**config.mk**
```make
export PLATFORM = sky130hd
export DESIGN_NAME = layer_out_serializer
export DESIGN_NICKNAME = d
export VERILOG_FILES = /design/src/rtl/ann_pkg.sv /design/src/rtl/layer_out_serializer_argmax_tracker.sv /design/src/rtl/layer_out_serializer.sv
export SDC_FILE = /design/constraint.sdc
export NUM_CORES = 1
export LEC_CHECK = 0
export CAP_MARGIN = 30
export CORE_MARGIN = 5
export CORE_UTILIZATION = 50
export DETAILED_ROUTE_END_ITERATION = 16
export PLACE_DENSITY = 0.77
export REMOVE_ABC_BUFFERS = 1
export SKIP_CTS_REPAIR_TIMING = 1
export SLEW_MARGIN = 20
export SYNTH_ARGS = -nofsm -noshare
export SYNTH_HDL_FRONTEND = slang
export SYNTH_SLANG_ARGS = --single-unit
```
**constraint.sdc**
```tcl
create_clock -name clk -period 4 [get_ports clk]
set_clock_uncertainty 0.15 [all_clocks]
set_input_delay 0.8 -clock clk [delete_from_list [all_inputs] [get_ports clk]]
set_output_delay 0.8 -clock clk [all_outputs]
set_load 0.05 [all_outputs]
```
**src/rtl/ann_pkg.sv**
```systemverilog
// Shared constants and types for the ANN output path: activation format,
// class count and the serializer state encoding.
package ann_pkg;

    localparam int ACT_W     = 8;
    localparam int N_CLASSES = 10;
    localparam int CLS_W     = 4;

    localparam logic signed [ACT_W-1:0] ACT_MAX = 8'sd127;

    typedef logic [1:0] ser_state_t;

    localparam ser_state_t IDLE = 2'd0;
    localparam ser_state_t SEND = 2'd1;
    localparam ser_state_t PUB  = 2'd2;

endpackage

```
**src/rtl/layer_out_serializer_argmax_tracker.sv**
```systemverilog
// Running signed maximum over a stream of (value, index) pairs. The first
// enabled sample after clear always seeds the max; later ties keep the earlier index.
module argmax_tracker
    import ann_pkg::*;
#(
    parameter int DW = ACT_W,
    parameter int CW = CLS_W
) (
    input  logic          clk,
    input  logic          reset,
    input  logic          clear_i,
    input  logic          en_i,
    input  logic [DW-1:0] value_i,
    input  logic [CW-1:0] idx_i,
    output logic [DW-1:0] max_val_o,
    output logic [CW-1:0] max_idx_o
);

    logic          seeded_q, seeded_d;
    logic [DW-1:0] max_val_q, max_val_d;
    logic [CW-1:0] max_idx_q, max_idx_d;
    logic          take;

    assign take = en_i && (!seeded_q || ($signed(value_i) > $signed(max_val_q)));

    always_comb begin
        seeded_d  = seeded_q;
        max_val_d = max_val_q;
        max_idx_d = max_idx_q;
        if (clear_i) begin
            seeded_d  = 1'b0;
            max_val_d = '0;
            max_idx_d = '0;
        end else if (take) begin
            seeded_d  = 1'b1;
            max_val_d = value_i;
            max_idx_d = idx_i;
        end
    end

    always_ff @(posedge clk) begin
        if (reset) begin
            seeded_q  <= 1'b0;
            max_val_q <= '0;
            max_idx_q <= '0;
        end else begin
            seeded_q  <= seeded_d;
            max_val_q <= max_val_d;
            max_idx_q <= max_idx_d;
        end
    end

    assign max_val_o = max_val_q;
    assign max_idx_o = max_idx_q;

endmodule

```
**src/rtl/layer_out_serializer.sv**
```systemverilog
// Captures a frame of parallel activations, streams it lane by lane over a
// valid/ready interface and publishes the frame's argmax and saturation count.
module layer_out_serializer
    import ann_pkg::*;
#(
    parameter int N_IN = N_CLASSES,
    parameter int DW   = ACT_W,
    parameter int CW   = CLS_W
) (
    input  logic               clk,
    input  logic               reset,
    input  logic               in_valid,
    output logic               in_ready,
    input  logic [N_IN*DW-1:0] act_flat,
    output logic               out_valid,
    input  logic               out_ready,
    output logic [DW-1:0]      out_data,
    output logic [CW-1:0]      out_idx,
    output logic               out_first,
    output logic               out_last,
    output logic               argmax_valid,
    output logic [CW-1:0]      argmax_idx,
    output logic [DW-1:0]      argmax_val,
    output logic [CW-1:0]      sat_cnt
);

    localparam logic [CW-1:0] LAST_LANE = CW'(N_IN - 1);
    localparam logic [CW-1:0] ONE       = CW'(1);
    localparam logic [DW-1:0] SAT_VAL   = {1'b0, {(DW-1){1'b1}}};

    ser_state_t              state_q, state_d;
    logic [N_IN-1:0][DW-1:0] frame_q, frame_d;
    logic [CW-1:0]           lane_q, lane_d;
    logic [CW-1:0]           sat_run_q, sat_run_d;
    logic [CW-1:0]           sat_cnt_q, sat_cnt_d;
    logic [CW-1:0]           argmax_idx_q, argmax_idx_d;
    logic [DW-1:0]           argmax_val_q, argmax_val_d;

    logic [DW-1:0] cur_val;
    logic          beat_xfer;
    logic          trk_clear, trk_en;
    logic [DW-1:0] trk_val;
    logic [CW-1:0] trk_idx;

    assign cur_val   = frame_q[lane_q];
    assign in_ready  = (state_q == IDLE);
    assign out_valid = (state_q == SEND);
    assign beat_xfer = out_valid && out_ready;

    argmax_tracker #(
        .DW(DW),
        .CW(CW)
    ) u_tracker (
        .clk      (clk),
        .reset    (reset),
        .clear_i  (trk_clear),
        .en_i     (trk_en),
        .value_i  (cur_val),
        .idx_i    (lane_q),
        .max_val_o(trk_val),
        .max_idx_o(trk_idx)
    );

    // The tracker already includes the last lane during PUB, so the held result registers load there.
    always_comb begin
        state_d      = state_q;
        frame_d      = frame_q;
        lane_d       = lane_q;
        sat_run_d    = sat_run_q;
        sat_cnt_d    = sat_cnt_q;
        argmax_idx_d = argmax_idx_q;
        argmax_val_d = argmax_val_q;
        trk_clear    = 1'b0;
        trk_en       = 1'b0;
        case (state_q)
            IDLE: begin
                if (in_valid) begin
                    frame_d   = act_flat;
                    lane_d    = '0;
                    sat_run_d = '0;
                    trk_clear = 1'b1;
                    state_d   = SEND;
                end
            end
            SEND: begin
                if (beat_xfer) begin
                    trk_en = 1'b1;
                    if (cur_val == SAT_VAL) begin
                        sat_run_d = sat_run_q + ONE;
                    end
                    if (lane_q == LAST_LANE) begin
                        lane_d  = '0;
                        state_d = PUB;
                    end else begin
                        lane_d = lane_q + ONE;
                    end
                end
            end
            PUB: begin
                argmax_idx_d = trk_idx;
                argmax_val_d = trk_val;
                sat_cnt_d    = sat_run_q;
                state_d      = IDLE;
            end
            default: begin
                state_d = IDLE;
            end
        endcase
    end

    always_ff @(posedge clk) begin
        if (reset) begin
            state_q      <= IDLE;
            frame_q      <= '0;
            lane_q       <= '0;
            sat_run_q    <= '0;
            sat_cnt_q    <= '0;
            argmax_idx_q <= '0;
            argmax_val_q <= '0;
        end else begin
            state_q      <= state_d;
            frame_q      <= frame_d;
            lane_q       <= lane_d;
            sat_run_q    <= sat_run_d;
            sat_cnt_q    <= sat_cnt_d;
            argmax_idx_q <= argmax_idx_d;
            argmax_val_q <= argmax_val_d;
        end
    end

    assign out_data     = cur_val;
    assign out_idx      = lane_q;
    assign out_first    = out_valid && (lane_q == '0);
    assign out_last     = out_valid && (lane_q == LAST_LANE);
    assign argmax_valid = (state_q == PUB);
    assign argmax_idx   = argmax_valid ? trk_idx   : argmax_idx_q;
    assign argmax_val   = argmax_valid ? trk_val   : argmax_val_q;
    assign sat_cnt      = argmax_valid ? sat_run_q : sat_cnt_q;

endmodule
```
==> summary.txt <==
Min path
  • Hold Crit Class: reg2reg
  • Hold Crit Depth: 2

Yosys
  • Synthesis Warnings: 0
  • Post-Syn Area: 0.00525 mm^2
  • Syn Area/Cell: 8.44 um^2
  • Post-Syn Instances: 622
  • Seq/Total Area, Yosys: a little under half
  • Post-synthesis cell type count: 39
  • Seq cells post-synth: 119

Cells and area
  • Area grow syn2layout: 37.1%
  • Non-Filler Instances: between 800 and 900
  • Filler Cell Count: 802
  • Final layout net count: 825
  • Finished Cell Area: 0.00719 mm^2
  • Final core occ: a little over two thirds
  • N_diodes: 0
  • Share of cells above drive strength 1: between 10% and 20%

Die
  • Die Wd: 112 um
  • Starting Density: 51.1%
  • IO Pins: 117
  • Row count: 37
  • Die area: approximately 0.013 mm^2
  • DIE HEIGHT: 112 um
  • Core area: 0.0103 mm^2

Power
  • Pleak: between 2 and 3 nW
  • Pwr per Cell Area: 448 mW/mm^2
  • Max VDD drop: between 200 and 250 uV

Global routing
  • Vias in the first global route: 4779
  • Total gr overflow: 0
  • First-pass GRT wire length: around 23000 um
  • Initial antenna violation count: 0
  • GRT Total Usage: approximately 22%
  • Largest net degree at the start of global routing: 47

Routing
  • DRC errors left: 0
  • Via Count: 4756
  • Initial DRT Pass Iterations: 5
  • DR vias/cell: 5.40
  • Final wirelength: 13900 um
  • Antenna viol nets, final: 0
  • Drt wl/cell: ~16 um
  • Initial drt markers: about 350

Clock network
  • CTS Buf Count: 17
  • H-Tree Level Count: 4
  • Clk pin slew, worst setup/hold paths: 0.06 ns
  • CTS tree: yes
  • Later-pin clock latency in the skew report: 0.51 ns
  • Clock root cell: clkbuf_8
  • Num Clock Sinks: between 100 and 150
  • Clock Tree Buf Depth: 2

Setup path
  • Reg2reg setup slack: 0.28 ns
  • Worst reg2reg path endpoint: u_tracker.max_val_o[7]
  • Kind of critical path: reg2reg
  • CP required: 4.25 ns
  • CP startpoint: out_idx[1]
  • Crit path capture: u_tracker.max_val_o[7]
  • Critical-path maximum fanout: 15
  • CP endpoint kind: flop
  • Startpoint types: flop
  • Launching point of the worst reg2reg path: out_idx[1]
  • Arrival time worst endpoint: between 3 and 4 ns
  • R2R cell count: 12

Placement
  • Dpl ws: 0.329 ns
  • Placed insts: 848
  • Port bufs: roughly 120
  • GP Congestion: 0.915
  • Detail Placement HPWL: 9800 um
  • Placed instance area: 0.00658 mm^2

STA
  • Worst slew margin: 40.1%
  • Slew Viols, Final: 0
  • Hold Fails Final Rpt: 0
  • Final setup fails: 0
  • Worst-Margin Slew: approximately 0.90 ns
  • Achievable Freq: approximately 270 MHz
  • RSZ-0062 raised after global routing: false
  • Hold Slack: ~0.30 ns
  • Tcrit/Tclk final: 93.0%
  • Post-layout min period: 3.72 ns
  • Final worst slack: 0.278 ns

Run
  • Max-cap violation count: 0

Outcome
  • Status: complete, no violations
[worst max-delay path: stages (launching register included)]
cell,delay [ns]
dfxtp_1,0.37
buf_4,0.26
mux4_1,0.61
a221oi_2,0.49
ha_1,0.23
nor2b_1,0.05
o211ai_1,0.18
a21boi_0,0.12
o21a_1,0.18
o21ai_0,0.20
a21o_1,0.41
a21oi_1,0.13
nor4_1,0.22
[synthesized netlist by cell type (all sizes together)]
cell type	instances	area, um^2
o211ai	2	15.0
mux2	9	101
a31oi	1	6.26
mux4	16	402
ha	9	113
a21o	1	7.51
mux2i	8	80.1
and2	17	106
o21a	2	15.0
dfxtp	119	2380
nand3	11	55.1
nand2b	2	12.5
nand2	180	678
nor2	15	56.3
a22oi	8	65.1
nor4	9	71.3
and3	2	12.5
o21ai	26	134
a221oi	1	15.0
a21boi	5	37.5
buf	8	70.1
a32o	1	10.0
nor3	13	65.1
nand4	2	12.5
clkbuf	38	144
or2	1	6.26
a21oi	99	503
nor2b	3	18.8
inv	14	52.6
[per-stage QoR]
step                      power [W]  TNS (ns)
final                       0.00322         0
after global placement      0.00169         0
after CTS                   0.00322         0
after detailed placement    0.00170         0
after floorplan             0.00150     -9.35
after global routing        0.00333         0
[per-layer routing]
metal / share of wire [%] / up-vias / track usage [%] / routed length, um
li1: - / 2348 / - / -
met1: 45 / 2205 / 30.2 / 6220
met2: 47 / 185 / 35.9 / 6510
met3: 7.2 / 18 / 5.12 / 1010
met4: 1.2 / 0 / 7.29 / 167
met5: 0 / - / 0 / 0
[cells in the final DEF (no fill, tap or decap), types with 2 or more instances in the layout]
master           netlist  layout
mux2i_1                8       8
mux4_1                11      11
inv_1                 14      14
clkdlybuf4s50_1        0     107
clkbuf_8               0       4
nand2_1              179     178
and3_1                 2       2
nor3_1                13      13
nand2b_1               2       2
and2_1                17      16
a21oi_1               97      97
nand4_1                2       2
dfxtp_1              119     119
a22oi_1                7       7
nor2b_1                3       3
clkinv_2               0       2
ha_1                   9       9
buf_12                 1       7
nand2_2                1       2
buf_4                  1      21
o21ai_0               25      25
nand3_1               11      11
mux4_2                 5       5
clkinvlp_4             0       4
a21oi_2                2       2
a21boi_0               5       5
clkbuf_16              0      16
mux2_2                 9       9
nor4_1                 8       8
o211ai_1               2       2
bufinv_16              0       3
o21a_1                 2       2
nor2_1                15      15
[how the worst min path moves through the flow]
stage	from	to	slack, ns
floorplan	frame_q[16]	frame_q[16]	0.28
global placement	frame_q[62]	frame_q[62]	0.29
detailed placement	frame_q[24]	frame_q[24]	0.29
CTS	frame_q[24]	frame_q[24]	0.30
global route	frame_q[41]	frame_q[41]	0.32
finish	frame_q[47]	frame_q[47]	0.30
[power breakdown]
part	total (W)	internal, W	switching, W
Combinational	0.000412	0.000191	0.000221
Sequential	0.00127	0.00124	0.0000306
Clock	0.00153	0.000995	0.000540
[sequential cells by signal, indices dropped and copies added (netlist names)]
name and count:
argmax_idx_q 4, argmax_val_q 8, frame_q 80, out_idx 4
sat_cnt_q 4, sat_run_q 4, state_q 2, u_tracker.max_idx_o 4
u_tracker.max_val_o 8, u_tracker.seeded_q 1
[cells by family after synthesis]
logic type	synth area share, %
buffers and inverters	5.08
AOI/OAI and AO/OA	15.4
muxes	11.1
adders and majority gates	2.15
and+or+nand+nor	20.9
DFF	45.4
[final cells by class]
class                      count  area [um^2]  share of cell area (%)
clock buffer                  20          455                    6.33
timing repair buffer         137         1380                    19.2
inverter                      14         52.6                   0.731
clock inverter                11          148                    2.05
tap                          136          170                    2.37
sequential                   119         2380                    33.1
multi-input combinational    443         2600                    36.2
(Power assumes the default switching activity.)
